$ cat src/rtl/dbc_host_port_fsm.sv
`default_nettype none
// ============================================================================
// Module      : dbc_host_port_fsm
// Description : Host root-port state machine paired with a DbC device port.
//               Debounces device attach, drives bus reset, enables the port,
//               reports link errors and keeps the sticky change bits
//               {CEC,PLC,PRC,CSC} consumed by the port status register block.
// Ports       : clock, reset_n (async, active low)
//               port_power, dev_present, link_ok, link_err,
//               port_reset_req, port_disable_req, chg_clr[3:0]  (inputs)
//               ccs, ped, pr, chg[3:0], port_change, bus_reset,
//               state[2:0]                                      (outputs)
// Option      : DBC_HOST_AUTO_RESET_EN - when defined, ATTACHED moves to
//               RESETTING on the following edge without port_reset_req.
// Revision    : 1.0 - initial release
// ============================================================================
module dbc_host_port_fsm #(
  parameter int DEBOUNCE_CYCLES = 100,
  parameter int RESET_CYCLES    = 50,
  parameter int CNT_W           = 16
) (
  input  logic       clock,
  input  logic       reset_n,
  input  logic       port_power,
  input  logic       dev_present,
  input  logic       link_ok,
  input  logic       link_err,
  input  logic       port_reset_req,
  input  logic       port_disable_req,
  input  logic [3:0] chg_clr,
  output logic       ccs,
  output logic       ped,
  output logic       pr,
  output logic [3:0] chg,
  output logic       port_change,
  output logic       bus_reset,
  output logic [2:0] state
);

  typedef enum logic [2:0] {
    ST_OFF          = 3'd0,
    ST_DISCONNECTED = 3'd1,
    ST_ATTACHED     = 3'd2,
    ST_RESETTING    = 3'd3,
    ST_ENABLED      = 3'd4,
    ST_ERROR        = 3'd5,
    ST_DISABLED     = 3'd6
  } state_t;

  // Bit positions inside chg
  localparam int CSC = 0;
  localparam int PRC = 1;
  localparam int PLC = 2;
  localparam int CEC = 3;

  localparam logic [CNT_W-1:0] DEB_LAST = CNT_W'(DEBOUNCE_CYCLES - 1);
  localparam logic [CNT_W-1:0] RST_LAST = CNT_W'(RESET_CYCLES - 1);

  state_t           cur_state;
  logic [CNT_W-1:0] cnt;

  // The async reset clears bus_reset directly, so line reset signalling
  // stops the moment reset_n falls.
  always_ff @(posedge clock or negedge reset_n) begin
    if (!reset_n) begin
      cur_state <= ST_OFF;
      cnt       <= '0;
      ccs       <= 1'b0;
      ped       <= 1'b0;
      pr        <= 1'b0;
      bus_reset <= 1'b0;
      chg       <= 4'b0000;
    end else if (!port_power) begin
      cur_state <= ST_OFF;
      cnt       <= '0;
      ccs       <= 1'b0;
      ped       <= 1'b0;
      pr        <= 1'b0;
      bus_reset <= 1'b0;
      chg       <= 4'b0000;
    end else begin
      // Clear first; any individual bit set below is a later assignment
      // to that bit and therefore overrides the clear (set wins).
      chg <= chg & ~chg_clr;

      case (cur_state)
        ST_OFF: begin
          cur_state <= ST_DISCONNECTED;
          cnt       <= '0;
        end

        ST_DISCONNECTED: begin
          if (!dev_present) begin
            cnt <= '0;
          end else if (cnt == DEB_LAST) begin
            ccs       <= 1'b1;
            chg[CSC]  <= 1'b1;
            cur_state <= ST_ATTACHED;
            cnt       <= '0;
          end else begin
            cnt <= cnt + CNT_W'(1);
          end
        end

        ST_ATTACHED: begin
          if (!dev_present) begin
            ccs       <= 1'b0;
            chg[CSC]  <= 1'b1;
            cur_state <= ST_DISCONNECTED;
            cnt       <= '0;
`ifdef DBC_HOST_AUTO_RESET_EN
          end else begin
`else
          end else if (port_reset_req) begin
`endif
            pr        <= 1'b1;
            bus_reset <= 1'b1;
            cur_state <= ST_RESETTING;
            cnt       <= '0;
          end
        end

        ST_RESETTING: begin
          if (!dev_present) begin
            // Aborted reset: connect change only, no reset-complete change.
            ccs       <= 1'b0;
            pr        <= 1'b0;
            bus_reset <= 1'b0;
            chg[CSC]  <= 1'b1;
            cur_state <= ST_DISCONNECTED;
            cnt       <= '0;
          end else if (cnt == RST_LAST) begin
            pr        <= 1'b0;
            bus_reset <= 1'b0;
            chg[PRC]  <= 1'b1;
            cnt       <= '0;
            if (link_ok) begin
              ped       <= 1'b1;
              cur_state <= ST_ENABLED;
            end else begin
              chg[CEC]  <= 1'b1;
              cur_state <= ST_ERROR;
            end
          end else begin
            cnt <= cnt + CNT_W'(1);
          end
        end

        ST_ENABLED: begin
          if (!dev_present) begin
            ccs       <= 1'b0;
            ped       <= 1'b0;
            chg[CSC]  <= 1'b1;
            cur_state <= ST_DISCONNECTED;
            cnt       <= '0;
          end else if (link_err) begin
            ped       <= 1'b0;
            chg[PLC]  <= 1'b1;
            chg[CEC]  <= 1'b1;
            cur_state <= ST_ERROR;
          end else if (port_disable_req) begin
            ped       <= 1'b0;
            cur_state <= ST_DISABLED;
          end
        end

        ST_ERROR, ST_DISABLED: begin
          if (!dev_present) begin
            ccs       <= 1'b0;
            chg[CSC]  <= 1'b1;
            cur_state <= ST_DISCONNECTED;
            cnt       <= '0;
          end else if (port_reset_req) begin
            pr        <= 1'b1;
            bus_reset <= 1'b1;
            cur_state <= ST_RESETTING;
            cnt       <= '0;
          end
        end

        default: begin
          cur_state <= ST_OFF;
          cnt       <= '0;
        end
      endcase
    end
  end

  assign port_change = |chg;
  assign state       = cur_state;

endmodule
`default_nettype wire

$ cat config.mk
export PLATFORM = sky130hd
export DESIGN_NAME = dbc_host_port_fsm
export DESIGN_NICKNAME = d
export VERILOG_FILES = /design/src/rtl/dbc_host_port_fsm.sv
export SDC_FILE = /design/constraint.sdc
export NUM_CORES = 1
export LEC_CHECK = 0
export BUFFER_PORTS_ARGS = -buffer_cell sky130_fd_sc_hd__buf_2
export CORE_MARGIN = 2
export CORE_UTILIZATION = 35
export CTS_CLUSTER_DIAMETER = 100
export DETAILED_ROUTE_END_ITERATION = 7
export PLACE_DENSITY = 0.51
export SLEW_MARGIN = 20
export SYNTH_ARGS = -nofsm -noshare
export SYNTH_HDL_FRONTEND = slang
export SYNTH_SLANG_ARGS = --single-unit
$ cat constraint.sdc
create_clock -name clock -period 2.1 [get_ports clock]
set_input_delay 0.21 -clock clock [delete_from_list [all_inputs] [get_ports clock]]
set_output_delay 0.21 -clock clock [all_outputs]
set_load 0.005 [all_outputs]
==> flow_metrics.tcl <==
set metrics [dict create \
    drtIter0Drc 73 \
    totalWireLength_um 3910 \
    finalPower_mw 1.33 \
    grt_overflow 0 \
    cts_tree "done" \
    power_density_nw_per_um2 708 \
    diodes 0 \
    yosys.area_share.adder 0.0150 \
    crit_type "reg2reg" \
    antenna_found_initial 0 \
    end_kind "flop" \
    tightest_slew_ns 0.607 \
    wire_per_inst_um 14.9 \
    leakagePower_nw 0.838 \
    drive_gt1_frac 0.192 \
    status "completed" \
    fin_nets 224 \
    yosys.cell_types.count 49 \
    root_buffer "clkbuf_8" \
    synth.top_cells.by_area "dfrtp_1, a21oi_1, nand2_1" \
    syn_inst 186 \
    synth-simple-area-share 0.285 \
    yosysSeqAreaShare 0.391 \
    clk_pin_slew_worst_paths_ns 0.10 \
    routed_via_density 5.64 \
    synth_nets 200 \
    io_pins 24 \
    placedCellCount 258 \
    fin_cells 262 \
    place_hpwl_um 2890 \
    relSlewSlack 0.595 \
    clock_latency_ns 0.27 \
    synth_edf_count 0 \
    fin_ws_ns 0.171 \
    rsz0062_at_grt "false" \
    yosysTopAreaCellShare 0.391 \
    rows 25 \
    grt_first_pass_wirelength_um 6870 \
    start_util 0.357 \
    required_ns 2.25 \
    vias 1478 \
    port_buffers 23 \
    synth-compound-area-share 0.208 \
    maxCapViolations 0 \
    drc 0 \
    mappedNetlistArea_um2 1670 \
    synth_flop_cell "dfrtp_1" \
    n_fill_cell 490 \
    clock_path_buffers 2 \
    finalSetupViolations 0 \
    gp_congestion 0.841 \
    htreeDepth 1 \
    yosysTopAreaCell "dfrtp_1" \
    startpoint_type "flop" \
    max_freq_mhz 518 \
    yosys_register_bits 26 \
    synthMuxAreaShare 0.0210 \
    finalSetupTns_ns 0 \
    die-area_um2 5330 \
    core_area_um2 4660 \
    syn_area_per_cell_um2 8.95 \
    period_share 0.919 \
    final_max_slew_viol_count 0 \
    post-cts-setup-buffers 0 \
    place_ws_ns 0.166 \
    grt_max_degree 27 \
    hold_class "in2reg" \
    synth_top_family_by_area "simple AND/OR/NAND/NOR gates" \
    fin_skew_ns 0.0107 \
    syn_to_final_growth_pct 12.8 \
    ant_nets 0 \
    placed_cell_area_um2 1830 \
    grt_usage 0.163 \
    fp.dieW_um 73.0 \
    design_area_um2 1880 \
    max-vdd-ir-drop_uv 302 \
    worstPathArrival_ns 2.07 \
    hold_violations 0 \
    period_needed_ns 1.93 \
    firstDrtPassIters 4 \
    synth_warnings 0 \
    cts_sinks 26 \
    async_flop_share 1.00 \
    path_max_fanout 18 \
    die_h_um 73.0 \
    cts_buffers 3 \
    grt_pass1_vias 1442 \
    synthXorXnorAreaFrac 0.0158 \
]
sequential cells by signal (all words and copies together) (netlist names):
name / count
state: 3
ped: 1
chg: 4
cnt: 16
bus_reset: 1
ccs: 1
power by group:
part / internal, mW / switching, mW / leakage [nW]
clock network: 0.128 / 0.156 / 0.0216
registers: 0.536 / 0.0244 / 0.359
logic: 0.206 / 0.281 / 0.457
stage by stage:
step | util | hold WS [ns]
global route | 0.403 | 0.204
detailed placement | 0.392 | 0.261
finish | 0.403 | 0.212
CTS | 0.403 | 0.205
floorplan | - | -0.0856
global placement | 0.392 | 0.257
cell families (layout without fill, tap and decap cells):
group | Yosys count | after routing
simple gates | 78 | 78
flops | 26 | 26
mux | 3 | 3
xor+xnor | 3 | 3
fa+ha+maj | 2 | 2
buf+inv | 23 | 45
compound gates | 51 | 51
final cells by class:
class | count | area, µm² | area share
inverters | 13 | 48.8 | 0.0260
flip-flops and latches | 26 | 651 | 0.346
multi-input cells | 137 | 908 | 0.483
clock buffers | 3 | 41.3 | 0.0220
well taps | 54 | 67.6 | 0.0360
repair buffers | 29 | 163 | 0.0866
routing by layer:
layer  share of wire  wire [µm]  track usage
met1            0.47       1850        0.225
met2            0.49       1910        0.272
met3           0.033        129       0.0207
met4          0.0059         23       0.0370
met5               0          0            0
critical path, stage by stage, from the launching register on:
cell	delay (ns)
dfrtp_1	0.41
inv_1	0.08
ha_1	0.16
and4b_1	0.25
nand4_2	0.14
a22o_1	0.24
buf_4	0.20
a41oi_1	0.26
a31oi_1	0.07
cells in the final DEF, fill, tap and decap left out, types with 2 or more instances in the layout:
cell       synthesis  final
and3_1             3      3
a21oi_1           12     12
and4b_1            2      2
nor3_1             5      5
nand2_1           14     14
and2_1             4      4
ha_1               2      2
o2bb2ai_1          2      2
nand2b_1           5      5
a31oi_1            7      7
a22o_1             5      5
nor2_1            10     10
o21ai_1            3      3
nor2b_1            6      6
buf_4              2      5
xnor2_1            2      2
nand4_1            6      6
nand3b_1           2      2
nor4_4             2      2
mux2i_1            2      2
o32ai_1            2      2
o21bai_1           2      2
a41oi_1            2      2
nand3_1            8      8
inv_1             13     13
o21ai_0            9      9
dfrtp_1           26     26
buf_2              4     23
and4_1             2      2
clkbuf_8           0      3
timing repair:
item,CTS,global route
hold buffers,1,0
endpoints found under the setup margin,0,0
hold endpoints to repair,26,0
gates resized for setup,0,0
cell usage after synthesis, drive strengths merged (2+ instances only):
library cell / count
a21oi: 12
a22o: 5
a31oi: 7
a41oi: 2
and2: 5
and3: 3
and4: 2
and4b: 2
buf: 7
clkbuf: 3
dfrtp: 26
ha: 2
inv: 13
mux2i: 2
nand2: 14
nand2b: 5
nand3: 8
nand3b: 2
nand4: 7
nor2: 11
nor2b: 6
nor3: 6
nor4: 3
o21ai: 12
o21bai: 2
o2bb2ai: 2
o32ai: 2
xnor2: 2
final timing paths:
| kind | depth (start not counted) | to | slack [ns] | from |
|---|---|---|---|---|
| max in group asynchronous | 2 | ped$_DFFE_PN0P_ | 1.21 | reset_n |
| min | 2 | ccs$_DFFE_PN0P_ | 0.21 | port_power |
| min reg2reg | 1 | ccs$_DFFE_PN0P_ | 0.53 | ccs$_DFFE_PN0P_ |
| max | 8 | cnt[5]$_DFFE_PN0P_ | 0.17 | cnt[1]$_DFFE_PN0P_ |
| max reg2reg | 8 | cnt[5]$_DFFE_PN0P_ | 0.17 | cnt[1]$_DFFE_PN0P_ |
| min in group asynchronous | 2 | state[2]$_DFFE_PN0P_ | 0.47 | reset_n |
No activity file was read; power rests on OpenSTA's default activity.
